<file path="src/rtl/hamming_encoder_tx.sv">
// hamming_encoder_tx
//
// Purpose: takes one data byte per valid/ready handshake. Each byte goes out
// as two 8-bit extended-Hamming (SECDED) codewords, low nibble first, on a
// registered valid/ready stream. An optional XOR mask can be captured with
// each byte to corrupt the selected codeword(s). This exercises the
// downstream decoder's correction and detection paths.
//
// Ports:
//   clk       in   1      rising-edge clock
//   rst       in   1      synchronous active-high reset
//   in_data   in   8      data byte, [3:0] sent first
//   in_valid  in   1      in_data / inj_mask / inj_sel valid
//   in_ready  out  1      byte accepted this cycle when in_valid is also high
//   inj_mask  in   8      XOR mask for selected codewords, captured with byte
//   inj_sel   in   2      00 none, 01 low, 10 high, 11 both
//   out_data  out  8      codeword {c_all, d3, d2, d1, c2, d0, c1, c0}
//   out_valid out  1      out_data holds a codeword
//   out_ready in   1      consumer takes out_data this cycle
//   cw_count  out  CNT_W  codewords handed off since reset (wrapping)
//
// state   | meaning
// --------+--------------------------------------------------------------
// IDLE    | no codeword pending, ready for a new byte
// SEND_LO | presenting low-nibble codeword, waiting for out_ready
// SEND_HI | presenting high-nibble codeword, may accept next byte on handoff

module hamming_encoder_tx #(
    parameter int CNT_W = 8
) (
    input  logic             clk,
    input  logic             rst,
    input  logic [7:0]       in_data,
    input  logic             in_valid,
    output logic             in_ready,
    input  logic [7:0]       inj_mask,
    input  logic [1:0]       inj_sel,
    output logic [7:0]       out_data,
    output logic             out_valid,
    input  logic             out_ready,
    output logic [CNT_W-1:0] cw_count
);

    typedef enum logic [1:0] {
        IDLE    = 2'd0,
        SEND_LO = 2'd1,
        SEND_HI = 2'd2
    } state_t;

    state_t     state;
    logic [7:0] byte_q;
    logic [7:0] mask_q;
    logic [1:0] sel_q;
    logic       accept;

    function automatic logic [7:0] encode(input logic [3:0] d);
        logic [6:0] cw;
        cw[0] = d[0] ^ d[1] ^ d[3];
        cw[1] = d[0] ^ d[2] ^ d[3];
        cw[2] = d[0];
        cw[3] = d[1] ^ d[2] ^ d[3];
        cw[4] = d[1];
        cw[5] = d[2];
        cw[6] = d[3];
        return {^cw, cw};
    endfunction

    // in_ready depends only on state and, in SEND_HI, out_ready; the next
    // byte may be taken in the same cycle the high codeword leaves.
    always_comb begin
        in_ready = 1'b0;
        if (!rst) begin
            case (state)
                IDLE:    in_ready = 1'b1;
                SEND_HI: in_ready = out_ready;
                default: in_ready = 1'b0;
            endcase
        end
    end

    assign accept = in_valid && in_ready;

    always_ff @(posedge clk) begin
        if (rst) begin
            state     <= IDLE;
            byte_q    <= 8'h00;
            mask_q    <= 8'h00;
            sel_q     <= 2'b00;
            out_data  <= 8'h00;
            out_valid <= 1'b0;
            cw_count  <= '0;
        end else begin
            if (out_valid && out_ready)
                cw_count <= cw_count + CNT_W'(1);

            case (state)
                IDLE: begin
                    if (accept) begin
                        byte_q    <= in_data;
                        mask_q    <= inj_mask;
                        sel_q     <= inj_sel;
                        out_data  <= encode(in_data[3:0]) ^ (inj_sel[0] ? inj_mask : 8'h00);
                        out_valid <= 1'b1;
                        state     <= SEND_LO;
                    end
                end
                SEND_LO: begin
                    if (out_ready) begin
                        out_data <= encode(byte_q[7:4]) ^ (sel_q[1] ? mask_q : 8'h00);
                        state    <= SEND_HI;
                    end
                end
                SEND_HI: begin
                    if (out_ready) begin
                        if (accept) begin
                            byte_q   <= in_data;
                            mask_q   <= inj_mask;
                            sel_q    <= inj_sel;
                            out_data <= encode(in_data[3:0]) ^ (inj_sel[0] ? inj_mask : 8'h00);
                            state    <= SEND_LO;
                        end else begin
                            out_valid <= 1'b0;
                            state     <= IDLE;
                        end
                    end
                end
                default: begin
                    out_valid <= 1'b0;
                    state     <= IDLE;
                end
            endcase
        end
    end

endmodule

</file>
<file path="config.mk">
export PLATFORM = sky130hd
export DESIGN_NAME = hamming_encoder_tx
export DESIGN_NICKNAME = d
export VERILOG_FILES = /design/src/rtl/hamming_encoder_tx.sv
export SDC_FILE = /design/constraint.sdc
export NUM_CORES = 1
export LEC_CHECK = 0
export CAP_MARGIN = 20
export CORE_MARGIN = 3
export CORE_UTILIZATION = 40
export CTS_CLUSTER_DIAMETER = 120
export DETAILED_ROUTE_END_ITERATION = 12
export GPL_TIMING_DRIVEN = 0
export PLACE_DENSITY_LB_ADDON = 0.2
export SYNTH_ARGS = -nofsm -noshare
export SYNTH_HDL_FRONTEND = slang
export SYNTH_SLANG_ARGS = --single-unit
export TNS_END_PERCENT = 30
</file>
<file path="constraint.sdc">
create_clock -name clk -period 2.4 [get_ports clk]
set_clock_uncertainty 0.2 [all_clocks]
set_input_delay 0.72 -clock clk [delete_from_list [all_inputs] [get_ports clk]]
set_output_delay 0.72 -clock clk [all_outputs]
set_load 0.02 [all_outputs]
</file>
After elaboration in Yosys (flattened, before gate mapping). Index checks and enable logic that the tools add are counted.

Register bits after elaboration: 37. Input bits: 22. Output and inout port bits: 18. Logic and storage cells: 66.

Bitwise operators: 15. Add/subtract/negate cells: 1. Equal/unequal tests: 6. Reductions and logical operators: 11. Multiplexer cells: 26.

Operators with widths (count): 8-bit 2-to-1 mux (9); 8-bit one-hot mux with 2 select lines (2); 8-bit one-hot mux with 3 select lines (1); 8-bit XOR (2); 7-bit XOR reduction (2); 1-bit XOR (12); 2-bit 2-to-1 mux (5); 8-bit by 1-bit adder with 8-bit output (second input constant) (1); 2-bit inequality test (second input constant) (4); 2-bit one-hot mux with 3 select lines (1); 3-bit AND reduction (2); 1-bit 2-to-1 mux (5); 2-bit one-hot mux with 2 select lines (1); 4-bit AND reduction (1); 1-bit one-hot mux with 3 select lines (1); 3-bit nonzero test (1); 2-bit by 1-bit == test with 1-bit output (second input constant) (1); 2-bit == test (second input constant) (1); 1-bit logical AND (2); 2-bit logical NOT (1); 1-bit one-hot mux with 2 select lines (1); 2-bit AND reduction (1); 2-bit nonzero test (1); 1-bit NOT (1).

Longest topological paths before layout.
Word-level depth: 7. Mapped depth: 6. Mapped depth without buffers: 5.

Worst setup path before layout. No wires, ideal clock.

Path type: input to output. Start point: in out_ready. End point: out in_ready. Data required time: 1.480 ns. Stages on the path: 3. Slack: -0.055 ns. Arrival: 1.535 ns. Path buffers: 1. Cells stage by stage: buf_2 > nand2b_1 > nor3b_1.

Word-level cells in the longest chain between the ends: 2.

RTL lines: start, declared (line 40) `input logic out_ready,`; 1-bit one-hot mux with 2 select lines (line 73) `case (state)`; 1-bit 2-to-1 mux (line 72) `if (!rst) begin`; end, declared (line 35) `output logic in_ready,`.

No other way between the ends.

Worst setup path in the final report. Same ends and word-level chain as after synthesis.

==> metrics.csv <==
stage;metric;value;unit
worst_setup_path;slowest cell on the critical path;nor3b_4;
layout;area delta synth->final;31.5;%
routing;drt pass-1 iters;4;
global_route;grt ovf;0;
timing;RSZ-0062 raised after global routing;false;
die;die height;72.2;um
layout;share of layout cells above drive strength 1;7.63;%
logic_synthesis;#FFs+latches synth;32;
global_route;vias in the first global route;1556;
logic_synthesis;Post-Syn Area;0.00176;mm^2
worst_setup_path;startpoint types;input port;
timing;Final Max Tran Viols;0;
timing;Tmin final;2310;ps
logic_synthesis;register area share after synthesis;36.5;%
layout;Layout Nets;272;
routing;Final ANT Viol Nets;0;
routing;Wirelength per Cell;13.6;um
clock_network;H-tree depth;2;
placed_design;Area after DPL;0.00219;mm^2
die;Starting Density;42.7;%
logic_synthesis;syn nets;227;
worst_setup_path;Critical Path, Cell by Cell;buf_2 -> buf_6 -> nand2b_4 -> nor3b_4 -> buf_6;
layout;most frequent cells in the layout;nand2_1, clkdlybuf4s50_1, dfxtp_1;
logic_synthesis;Synth warnings;0;
pwr;PwrDens;576;mW/mm^2
clock_network;total CTS buffers;5;
placed_design;I/O Buffers;37;
routing;Via density;5.23;
worst_setup_path;Critical Path RT;1480;ps
clock_network;Clock transition at path regs;60;ps
die;area of the core;0.00412;mm^2
worst_setup_path;Worst setup EP type;output pin;
timing;worst hold slack;268;ps
routing;residual DRC count;0;
logic_synthesis;Mean Syn Cell Area;8.61;um^2
clock_network;clock root cell;clkbuf_8;
clock_network;CTS tree;yes;
routing;Vias;1564;
global_route;global-route wire length before repair;7.14;mm
layout;Fill cells;413;
logic_synthesis;cell count after synthesis;204;
clock_network;clock latency on the worst-skew pair;280;ps
pwr;Peak VDD IR;296;uV
worst_setup_path;Crit Path Category;input port to output pin;
global_route;largest net degree at the start of global routing;11;
layout;register area;641;um^2
layout;final instance area;0.00231;mm^2
worst_setup_path;Crit Path Max Fanout;2;
placed_design;gp weighted congestion;0.799;
logic_synthesis;distinct cell type count after synthesis;33;
die;num rows;23;
routing;1st-iter DRT viols;55;
timing;final setup fails;0;
global_route;initial antenna violation count;0;
timing;Slew HR;67.9;%
timing;post-route setup slack;91.0;ps
routing;routed wire length;4.07;mm
timing;Worst Max-Slew Pin Slew;482;ps
die;die width;72.2;um
die;total die area;0.00522;mm^2
timing;final worst-path cycle share;96.2;%
layout;diode count;0;
worst_setup_path;WP data arrival;1390;ps
placed_design;hpwl dp;3.00;mm
clock_network;Max clock buf depth;2;
timing;fmax;433;MHz
timing;final hold violations;0;
worst_setup_path;Critical Path Max Stage Delay;160;ps
global_route;gr usage total;17.5;%
placed_design;Setup WS pre-CTS;-905;ps
flow_run;number of max-cap violations;0;
run_status;outcome;finished clean;
layout;most common cell after layout, fill and taps aside;nand2_1;
clock_network;clk sink count;32;
worst_setup_path;most frequent CP cell;buf_6;
layout;Multi-input gate area;0.00106;mm^2
hold_path;Hold Crit Class;flop to flop;
die;I/O pin count;40;
pwr;static leakage;0.987;nW
worst max-delay path: cells and delay by family:
family	cells	cell delay [ps]
buf+inv	3	370
simple gates	2	290
worst paths after layout:
path                             startpoint  cells past startpoint           to  slack (ps)
worst max register to register     state[1]                      6     sel_q[1]         580
worst max-delay path              out_ready                      5     in_ready          90
worst min register to register  out_data[5]                      2  out_data[5]         270
worst min-delay path            out_data[5]                      2  out_data[5]         270
area by class of cell:
cell class                 instances  area share (%)
clock buffer                       6            3.14
inverter                           4           0.650
buffer                            12            3.14
multi-input combinational        156            46.1
timing repair buffer              38            16.3
clock inverter                     1           0.217
tap                               50            2.71
sequential                        32            27.8
repair_timing:
item                       CTS  global route
hold buffers                 0             0
hold endpoints to repair     0             0
setup endpoints to repair   11             6
gates resized for setup     15             4
buffers inserted             1             0
synth_stat cells (all sizes together):
cell type	n	area (um^2)
nand2	45	169
dfxtp	32	641
a21oi	15	75.1
nand3b	13	97.6
nor2	11	41.3
xnor2	11	96.3
o21ai	10	50.1
nand3	8	40.0
xor3	8	190
clkbuf	7	26.3
buf	5	36.3
and3	4	25.0
inv	4	15.0
mux2i	4	40.0
nand4b	4	35.0
o221ai	4	35.0
a21o	2	15.0
nand2b	2	12.5
nor3b	2	15.0
or3	2	12.5
xor2	2	17.5
ha	1	12.5
nand4	1	6.26
nor2b	1	6.26
nor3	1	5.00
nor4	1	6.26
o211ai	1	7.51
o21a	1	7.51
o31ai	1	7.51
or3b	1	11.3
flip-flops by register name, indices dropped and copies added, names as in the netlist:
signal and cells:
mask_q 8, cw_count 8, byte_q 4, out_data 8, state 2, sel_q 1, out_valid 1
layer usage:
layer	vias to the layer above	wire length, um	global-route usage (%)
li1	791	-	-
met1	714	1910	23.8
met2	47	1830	25.8
met3	12	219	4.99
met4	0	111	7.93
met5	-	0	0
through the flow:
step                TNS [ps]  total power, mW  cells  util, %
global placement       -5470            0.946    291     53.3
global route               0             1.40    299     56.1
detailed placement     -5180            0.948    291     53.3
finish                     0             1.33    299     56.1
CTS                        0             1.34    299     56.0
floorplan                  0            0.825    204        -
cells by family after synthesis:
logic type,synth area share (%)
AND/OR/NAND/NOR,27.5
adder cells (fa/ha/maj),0.713
XOR/XNOR,17.3
multiplexers,2.28
flip-flops,36.5
AO/OA/AOI/OAI,11.3
buffers and inverters,4.42
power breakdown:
group          internal [mW]  total [mW]  switching [mW]  leakage [nW]
clock network          0.197       0.384           0.187        0.0410
logic                  0.185       0.338           0.153         0.684
registers              0.571       0.607          0.0362         0.262
Power figures use the tool's default switching activity.
